### src/rtl/demux_lane_scheduler.sv
// Round-robin burst scheduler in front of a 1-to-4 bit demux: picks the next
// ready lane, forwards BURST_LEN bits to it and reports done/abort/ones status.
module demux_lane_scheduler #(
   parameter int BURST_LEN = 4,
   parameter int STALL_MAX = 3
) (
   input  logic       clk,
   input  logic       rst,
   input  logic       in_bit,
   input  logic       in_valid,
   output logic       in_ready,
   input  logic [3:0] lane_rdy,
   output logic       I,
   output logic       s1,
   output logic       s0,
   output logic       dmx_en,
   output logic       burst_done,
   output logic       burst_abort,
   output logic [7:0] burst_ones,
   output logic       busy
);

   // Handshake: a bit transfers on a rising edge where in_valid && in_ready;
   // in_ready is combinational and only high in BURST with the selected lane ready.

   typedef enum logic {
      ST_SCAN  = 1'b0,
      ST_BURST = 1'b1
   } state_t;

   localparam logic [7:0] C_BURST_LEN = 8'(BURST_LEN);
   localparam logic [7:0] C_STALL_MAX = 8'(STALL_MAX);

   state_t     r_state;
   state_t     w_state_nxt;
   logic [1:0] r_ptr;
   logic [1:0] r_sel;
   logic       r_i;
   logic       r_dmx_en;
   logic       r_done;
   logic       r_abort;
   logic [7:0] r_ones;
   logic [7:0] r_beat_cnt;
   logic [7:0] r_stall_cnt;
   logic [7:0] r_acc;

   logic       w_found;
   logic [1:0] w_pick;
   logic [1:0] w_idx;
   logic       w_sel_rdy;
   logic       w_in_burst;
   logic       w_accept;
   logic       w_last_beat;
   logic       w_stall;
   logic       w_stall_hit;

   // Lane search starts at ptr and wraps; first ready lane wins.
   always_comb begin
      w_found = 1'b0;
      w_pick  = r_ptr;
      w_idx   = r_ptr;
      for (int i = 0; i < 4; i++) begin
         w_idx = r_ptr + 2'(i);
         if (!w_found && lane_rdy[w_idx]) begin
            w_found = 1'b1;
            w_pick  = w_idx;
         end
      end
   end

   assign w_in_burst  = (r_state == ST_BURST);
   assign w_sel_rdy   = lane_rdy[r_sel];
   assign w_accept    = w_in_burst && w_sel_rdy && in_valid;
   assign w_last_beat = w_accept && ((r_beat_cnt + 8'd1) == C_BURST_LEN);
   assign w_stall     = w_in_burst && !w_sel_rdy;
   // A stall never coincides with an accepted beat, so completion cannot race it.
   assign w_stall_hit = w_stall && (STALL_MAX != 0) &&
                        ((r_stall_cnt + 8'd1) == C_STALL_MAX);

   always_ff @(posedge clk) begin
      if (rst) begin
         r_state <= ST_SCAN;
      end else begin
         r_state <= w_state_nxt;
      end
   end

   always_comb begin
      w_state_nxt = r_state;
      case (r_state)
         ST_SCAN: begin
            if (w_found) begin
               w_state_nxt = ST_BURST;
            end
         end
         ST_BURST: begin
            if (w_last_beat || w_stall_hit) begin
               w_state_nxt = ST_SCAN;
            end
         end
         default: w_state_nxt = ST_SCAN;
      endcase
   end

   always_comb begin
      in_ready = 1'b0;
      busy     = 1'b0;
      if (r_state == ST_BURST) begin
         in_ready = w_sel_rdy;
         busy     = 1'b1;
      end
   end

   always_ff @(posedge clk) begin
      if (rst) begin
         r_ptr       <= 2'd0;
         r_sel       <= 2'd0;
         r_i         <= 1'b0;
         r_dmx_en    <= 1'b0;
         r_done      <= 1'b0;
         r_abort     <= 1'b0;
         r_ones      <= 8'd0;
         r_beat_cnt  <= 8'd0;
         r_stall_cnt <= 8'd0;
         r_acc       <= 8'd0;
      end else begin
         r_dmx_en <= w_accept;
         r_done   <= w_last_beat;
         r_abort  <= w_stall_hit && !w_last_beat;
         if (w_accept) begin
            r_i <= in_bit;
         end
         if (!w_in_burst) begin
            if (w_found) begin
               r_sel       <= w_pick;
               r_beat_cnt  <= 8'd0;
               r_stall_cnt <= 8'd0;
               r_acc       <= 8'd0;
            end
         end else begin
            if (w_accept) begin
               r_beat_cnt  <= r_beat_cnt + 8'd1;
               r_acc       <= r_acc + {7'd0, in_bit};
               r_stall_cnt <= 8'd0;
            end else if (w_stall && (r_stall_cnt != 8'hFF)) begin
               r_stall_cnt <= r_stall_cnt + 8'd1;
            end
            if (w_last_beat) begin
               r_ones <= r_acc + {7'd0, in_bit};
               r_ptr  <= r_sel + 2'd1;
            end else if (w_stall_hit) begin
               r_ptr  <= r_sel + 2'd1;
            end
         end
      end
   end

   assign I           = r_i;
   assign s1          = r_sel[1];
   assign s0          = r_sel[0];
   assign dmx_en      = r_dmx_en;
   assign burst_done  = r_done;
   assign burst_abort = r_abort;
   assign burst_ones  = r_ones;

   a_done_abort_excl: assert property (@(posedge clk) disable iff (rst)
      !(r_done && r_abort));

endmodule

### config.mk
export PLATFORM = sky130hd
export DESIGN_NAME = demux_lane_scheduler
export DESIGN_NICKNAME = d
export VERILOG_FILES = /design/src/rtl/demux_lane_scheduler.sv
export SDC_FILE = /design/constraint.sdc
export NUM_CORES = 1
export LEC_CHECK = 0
export CORE_UTILIZATION = 42
export DETAILED_ROUTE_END_ITERATION = 10
export DONT_BUFFER_PORTS = 1
export PLACE_DENSITY = 0.7
export SYNTH_ARGS = -nofsm -noshare
export SYNTH_HDL_FRONTEND = slang
export SYNTH_SLANG_ARGS = --single-unit
### constraint.sdc
create_clock -name clk -period 2 [get_ports clk]
set_input_delay 0.3 -clock clk [delete_from_list [all_inputs] [get_ports clk]]
set_output_delay 0.3 -clock clk [all_outputs]
set_load 0.05 [all_outputs]
Word-level counts from Yosys, hierarchy flattened
Cells that the tools add are included.
{ "op_classes": {"bitwise_logic": 1, "mux": 32, "n_eq_ne": 5, "magnitude_cmp": 5, "add_sub_neg": 7, "n_reduce_logical": 23} }
{ "op_table": {"columns": ["operator", "n"], "rows": [
  ["2-to-1 mux 8 bit", 8],
  ["adder 8 x 1 -> 8 bit (second input constant)", 2],
  ["< comparator 2 x 3 -> 1 bit (second input constant)", 5],
  ["2-to-1 mux 1 bit", 13],
  ["binary-select mux 1 bit (select 2 bit)", 5],
  ["logical AND 1 bit", 10],
  ["2-to-1 mux 2 bit", 5],
  ["AND reduction 2 bit", 5],
  ["adder 8 x 1 -> 8 bit", 1],
  ["equality test 8 x 2 -> 1 bit (second input constant)", 1],
  ["equality test 8 x 3 -> 1 bit (second input constant)", 1],
  ["!= test 8 bit (second input constant)", 1],
  ["zero test 1 bit", 5],
  ["adder 2 x 1 -> 2 bit (second input constant)", 2],
  ["adder 2 bit (second input constant)", 2],
  ["nonzero test 2 bit", 2],
  ["!= test 3 x 1 -> 1 bit (second input constant)", 1],
  ["!= test 2 x 1 -> 1 bit (second input constant)", 1],
  ["case mux 1 bit (2 select lines)", 1],
  ["logical OR 1 bit", 1],
  ["inverter 1 bit", 1]
]} }
{ "totals": {"out_inout_bits": 16, "inputBits": 8, "word_cells": 84, "ff_bits": 41} }

Longest topological paths before layout
Gate-level depths: netlist of the first run.
{ "logic_depth": {"ltp_word": 14, "mapped_depth": 8, "ltp_nobuf": 7} }

Worst setup path before layout of the first run
Ideal clock, no wire load.
{ "synth_timing": {"path_type": "register to register", "startpoint": "reg r_sel[0]", "endpoint": "reg r_stall_cnt[5]", "period_less_slack_ns": 2.254, "t_required_ns": 1.871, "path_stages_with_launch": 7, "slack_ns": -0.254, "arrival_ns": 2.125, "setup_ns": 0.129, "n_path_buf": 1, "path_cell_list": "dfxtp_1 -> mux4_2 -> buf_6 -> a211oi_4 -> and2b_2 -> o21ai_0 -> o31ai_1"} }
{ "synth_between": {"elab_chain_cells": 7, "elab_cells_between_ends": 11, "classes_between": "eq/ne: 1; mux: 4; reduce/logical: 6"} }
{ "synth_rtl": {"columns": ["element", "line_no", "source"], "rows": [
  ["start: declaration", "37", "logic [1:0] r_sel;"],
  ["start signal: assignment", "135", "r_sel <= w_pick;"],
  ["binary-select mux 1 bit (select 2 bit) *", "72", "assign w_sel_rdy = lane_rdy[r_sel];"],
  ["2-to-1 mux 1 bit (not written as such) *", "72", null],
  ["zero test 1 bit", "75", "assign w_stall = w_in_burst && !w_sel_rdy;"],
  ["logical AND 1 bit", "75", null],
  ["logical AND 1 bit", "145", "end else if (w_stall && (r_stall_cnt != 8'hFF)) begin"],
  ["!= test 3 x 1 -> 1 bit (no line)", null, null],
  ["AND reduction 2 bit (no line)", null, null],
  ["end signal: assignment", "146", "r_stall_cnt <= r_stall_cnt + 8'd1;"],
  ["end: declaration", "44", "logic [7:0] r_stall_cnt;"]
]} }
Mark *: on every way between the ends. The rest lies on a longest branch, timed or not. The select of a mux whose other input is x is not followed.
A chain may end at the register's enable or synchronous reset.

Worst setup path after layout of the first run
{ "layout_timing": {"startpoint": "reg r_sel[0]", "endpoint": "out in_ready"} }
{ "layout_between": {"elab_chain_cells": 3} }
{ "layout_rtl": {"columns": ["element", "line_no", "source"], "rows": [
  ["binary-select mux 1 bit (select 2 bit)", "72", null],
  ["2-to-1 mux 1 bit (not written as such)", "72", null],
  ["2-to-1 mux 1 bit", "108", "if (r_state == ST_BURST) begin"],
  ["end: declaration", "11", "output logic in_ready,"]
]} }
Every way passes these cells. The select of a mux whose other input is x is not followed.

==> out/metrics.csv, run 1 <==
metric,value,unit
outcome,finished clean,
slew_headroom,65.6,%
grt_usage,18.7,%
most-common-layout-cells,"35 x dfxtp_1, 31 x nor2_1, 20 x a21oi_1, 20 x buf_4, 13 x o21ai_0",
io-pin-count,24,
skew,0.00912,ns
power.leakage,0.968,nW
utilization,49.7,%
synth-async-reset-ratio,0,%
clk_pin_slew,0.08,ns
crit_path_end_kind,primary output,
use_met1,24.3,%
ys_seq_area_share,37.1,%
wire_per_inst,13.9,µm
setup_slack,0.0498,ns
synth.distinct_cells,49,
maxCapViolCount,0,
die_area,5560,µm²
cp.arrival,1.65,ns
fmax,513,MHz
io_buffer_count,0,
first_pass_iters,4,
drv_slew,0,
vias,1920,
synth_edf_count,0,
period_needed,1.95,ns
ir_worst_vdd,0.312,mV
cts_max_path_buffers,2,
clock-sinks,41,
dp_cells,337,
drive_gt1_share,17.7,%
core,5070,µm²
cellPowerDensity,602,nW/µm²
synth_fp_nets,277,
finalSetupViolCount,0,
drc,0,
clkLatencyLatePin,0.29,ns
fill_cells,508,
layout_commonest_cell,dfxtp_1,
htree_levels,2,
path_max_fanout,3,
drtAntennaViolNets,0,
final_hold_viol_count,0,
worstPathRequired,1.70,ns
top_usage_layer,met2,
start_util,43.6,%
die_height,74.6,µm
syn_avg_cell_area,8.41,µm²
critPathSlowestCell,mux4_2,
rsz0062_at_grt,true,
synth_area,2210,µm²
drt_iter0_drc,91,
vias_per_cell,5.53,
totalWireLength,4.81,mm
fin_cells,347,
crit_chain,"mux4_2, buf_4, and2_1",
setup.worst_path.start_class,register,
root_buffer,clkbuf_8,
yosys_warnings,0,
area_delta_synth_final,14.0,%
p_total,0.00152,W
hold_buffers,0,
grt_start_max_net_pins,40,
ys.flop_type,dfxtp_1,
finalCritPeriodShare,97.5,%
critical_path_class,register to primary output,
cpPeakStageDelay,0.53,ns
grt_pass1_vias,1776,
place.gp.congestion,0.827,
overflow,0,
final_nets,290,
die_x,74.6,µm
antenna_found_initial,0,
rows,26,
use_met2,30.5,%
n_antenna_cell,0,
hpwl,3.40,mm
synth_seq_cells,41,
worstMarginPinSlew,0.515,ns
cts_made_buffers,5,
synth_cells,263,
grt_pass1_wl,8.02,mm
hold_class,input port to register,
cts_tree,done,
met3_usage,4.88,%
place_ws,-0.0679,ns
==> through the flow <==
step	area, µm²	TNS [ns]	hold slack (ns)
floorplan	2220	0	0.436
global placement	2390	0	0.366
detailed placement	2390	-0.0829	0.369
CTS	2480	0	0.0587
global route	2520	-0.00560	0.0517
finish	2520	0	0.0600
==> cell families after synthesis <==
logic type / after synthesis / share of synthesized area (%)
AOI/OAI and AO/OA: 65 / 19.0
xor gates and xnor gates: 11 / 4.36
adders and majority gates: 6 / 3.40
buffers and inverters: 20 / 4.24
DFF: 41 / 37.1
muxes: 9 / 4.64
and+or+nand+nor: 111 / 27.3
==> cell usage after synthesis, types with 2 or more instances <==
cell,number,area share [%]
a211o_1,3,1.2
a21o_1,2,0.68
a21oi_1,20,4.5
a221oi_1,2,0.79
a31oi_1,6,1.7
and2_1,4,1.1
and3_1,12,3.4
and3_2,2,0.68
buf_2,6,1.4
clkbuf_1,7,1.2
dfxtp_1,41,37
ha_1,6,3.4
inv_1,5,0.85
mux2i_1,8,3.6
nand2_1,11,1.9
nand2b_1,5,1.4
nand3_1,9,2.0
nand3b_1,6,2.0
nor2_1,31,5.3
nor2b_1,4,1.1
nor3_1,10,2.3
nor4_1,2,0.57
o21ai_0,16,3.6
o311ai_0,2,0.79
o31ai_1,5,1.7
or3_1,3,0.85
or4_1,4,1.4
xnor2_1,5,2.0
xor2_1,6,2.4
==> cell type report <==
class | count | area [µm²] | share of cell area (%)
Inverter | 5 | 18.8 | 0.745
Sequential cell | 41 | 836 | 33.2
Timing Repair Buffer | 21 | 170 | 6.75
Multi-Input combinational cell | 202 | 1320 | 52.5
Clock inverter | 3 | 16.3 | 0.645
Clock buffer | 5 | 68.8 | 2.73
Tap cell | 70 | 87.6 | 3.48
==> worst paths after layout <==
check | start | endpoint | slack, ns | cells after the start
worst max register to register | r_sel[0] | r_ptr[0] | 0.05 | 5
worst max-delay path | r_sel[0] | in_ready | 0.05 | 3
worst min register to register | r_acc[7] | r_acc[7] | 0.48 | 2
worst min-delay path | rst | r_sel[0] | 0.06 | 1
==> critical path, delay by kind of cell (launching register included) <==
| kind | cells | cell delay (ns) |
|---|---|---|
| buffers and inverters | 1 | 0.16 |
| and+or+nand+nor | 1 | 0.32 |
| muxes | 1 | 0.53 |
| DFF | 1 | 0.36 |
==> routing by layer <==
layer | vias up | part of all wire, %
li1 | 980 | -
met1 | 895 | 46
met2 | 37 | 48
met3 | 8 | 4.4
met4 | 0 | 1.2
met5 | - | 0
==> power by group <==
part           switching [W]  total [W]  internal, W
combinational      0.0000920   0.000154    0.0000623
clock               0.000288   0.000529     0.000242
sequential         0.0000121   0.000834     0.000822
==> flip-flops by register name, indices dropped and copies added, names as in the netlist <==
| signal | flops |
|---|---|
| r_stall_cnt | 8 |
| r_beat_cnt | 8 |
| I | 1 |
| dmx_en | 1 |
| r_ptr | 2 |
| burst_done | 1 |
| r_acc | 8 |
| burst_ones | 8 |
| burst_abort | 1 |
| r_state | 1 |
| r_sel | 2 |
==> timing repair <==
item,4_1_cts,5_1_grt
resized for setup,4,8
setup endpoints to repair,3,19
hold endpoints to repair,0,0
setup buffers,0,2
No activity file was read; power rests on OpenSTA's default activity.
==> run 2, diff against run 1 <==
- REMOVE_ABC_BUFFERS: unset -> 1
==> out/metrics.csv, run 2 (synthesized netlist as in run 1, its figures left out) <==
metric,value,unit,change
outcome,finished clean,,
skew,0.0114,ns,+0.00226 ns
worstHoldPathCells,1,,unchanged
io-pin-count,24,,unchanged
setup.worst_path.start_class,register,,
worstPathRequired,2.19,ns,+0.49 ns
path_delay_family,simple AND/OR/NAND/NOR gates,,
io_buffer_count,0,,unchanged
critPathSlowestCell,or4b_4,,
die_area,5560,µm²,unchanged
totalWireLength,4.77,mm,-0.94%
grt_usage,18.5,%,-0.17 points
final_area,2510,µm²,-0.20%
slew_headroom,65.4,%,-0.14 points
root_buffer,clkbuf_8,,
place_ws,0.0107,ns,+0.0786 ns
ir_worst_vdd,0.380,mV,+22%
critical_path_class,register to register,,
die_height,74.6,µm,unchanged
cp.arrival,2.14,ns,+0.49 ns
drv_slew,0,,unchanged
grt_start_max_net_pins,40,,unchanged
htree_levels,2,,unchanged
most-common-layout-cells,"37 x dfxtp_1, 31 x nor2_1, 20 x a21oi_1",,
whs_endpoint,r_sel[0],,
layout_commonest_cell,dfxtp_1,,
hold_start,rst,,
maxCapViolCount,0,,unchanged
cellPowerDensity,613,nW/µm²,+1.8%
final_hold_viol_count,0,,unchanged
clock-sinks,41,,unchanged
period_needed,1.95,ns,-0.00137 ns
grt_pass1_wl,7.85,mm,-2.2%
worstMarginPinSlew,0.518,ns,+0.00210 ns
worstRegToRegCells,5,,unchanged
utilization,49.6,%,-0.099 points
cpPeakStageDelay,0.49,ns,-0.04 ns
vias_per_cell,5.55,,+0.24%
start_util,43.6,%,unchanged
hold_class,input port to register,,
vias,1919,,-0.052%
ff2ff_setup_slack,0.05,ns,about the same
finalCritPeriodShare,97.4,%,about the same
clkLatencyLatePin,0.30,ns,about the same
worst_hold_slack,0.0551,ns,-0.00494 ns
final_nets,289,,-0.34%
drt_iter0_drc,122,,+34%
setup_slack,0.0512,ns,+0.00137 ns
first_pass_iters,4,,unchanged
fmax,513,MHz,about the same
core,5070,µm²,unchanged
place.gp.congestion,0.795,,-3.8%
r2r-end,r_ptr[0],,
path_max_fanout,4,,+1
crit_chain,"ha_4, xor2_1, or4b_4, or3_4, a311o_1",,
path_buf_inv,0,,-1
area_delta_synth_final,13.8,%,
r2r_start,r_beat_cnt[0],,
power.leakage,0.954,nW,-1.5%
cts_max_path_buffers,2,,unchanged
finalSetupViolCount,0,,unchanged
cts_made_buffers,5,,unchanged
drive_gt1_share,16.7,%,-1.0 points
rows,26,,unchanged
drtAntennaViolNets,0,,unchanged
grt_pass1_vias,1717,,-3.3%
clk_pin_slew,0.08,ns,about the same
overflow,0,,unchanged
antenna_found_initial,0,,unchanged
hold_buffers,0,,unchanged
n_antenna_cell,0,,unchanged
drc,0,,unchanged
hpwl,3.31,mm,-2.7%
die_x,74.6,µm,unchanged
dpl-instance-area,2380,µm²,-0.58%
wire_per_inst,13.8,µm,-0.65%
cts_tree,done,,
crit_path_end_kind,register,,
[run 2: worst max-delay path by stage]
stage,startpoint,end,slack (ns),cells past startpoint
after floorplan,r_sel[0],burst_ones[0],-0.82,5
after global placement,r_beat_cnt[0],r_ptr[0],0.06,5
after detailed placement,r_beat_cnt[0],r_ptr[0],0.01,5
after CTS,r_beat_cnt[0],r_ptr[0],0.002,5
after global routing,r_beat_cnt[0],r_ptr[1],-0.03,6
final,r_beat_cnt[0],r_ptr[0],0.05,5
[run 2: final cells by class]
cell class              count  area, µm²
well taps                  70       87.6
clock inverters             2       15.0
inverters                   5       18.8
fillers                   525       2560
clock buffers               6       72.6
multi-input cells         202       1330
repair buffers             20        170
flip-flops and latches     41        826
[run 2: routing by layer]
layer	GRT usage, %	up-vias	share of wire, %
met2	30.4	39	48
met5	0	-	0
li1	-	974	-
met4	6.29	0	0.71
met1	22.9	904	47
met3	5.69	2	4.6
[run 2: repair_timing]
item / in CTS / in global routing
resized for setup: 2 / 14
setup endpoints to repair: 2 / 17
pin swaps: 0 / 1
setup buffers: 0 / 2
[run 2: stage by stage]
stage	setup TNS, ns	total power [W]	cells
global placement	0	0.000998	336
detailed placement	0	0.000999	336
CTS	0	0.00155	344
finish	0	0.00154	346
floorplan	-12.71	0.000952	248
global route	-0.0452	0.00161	346
[run 2: where the power goes]
group	switching, W	internal [W]	leakage [nW]
clock network	0.000303	0.000246	0.0374
registers	0.0000108	0.000825	0.333
logic	0.0000948	0.0000633	0.584
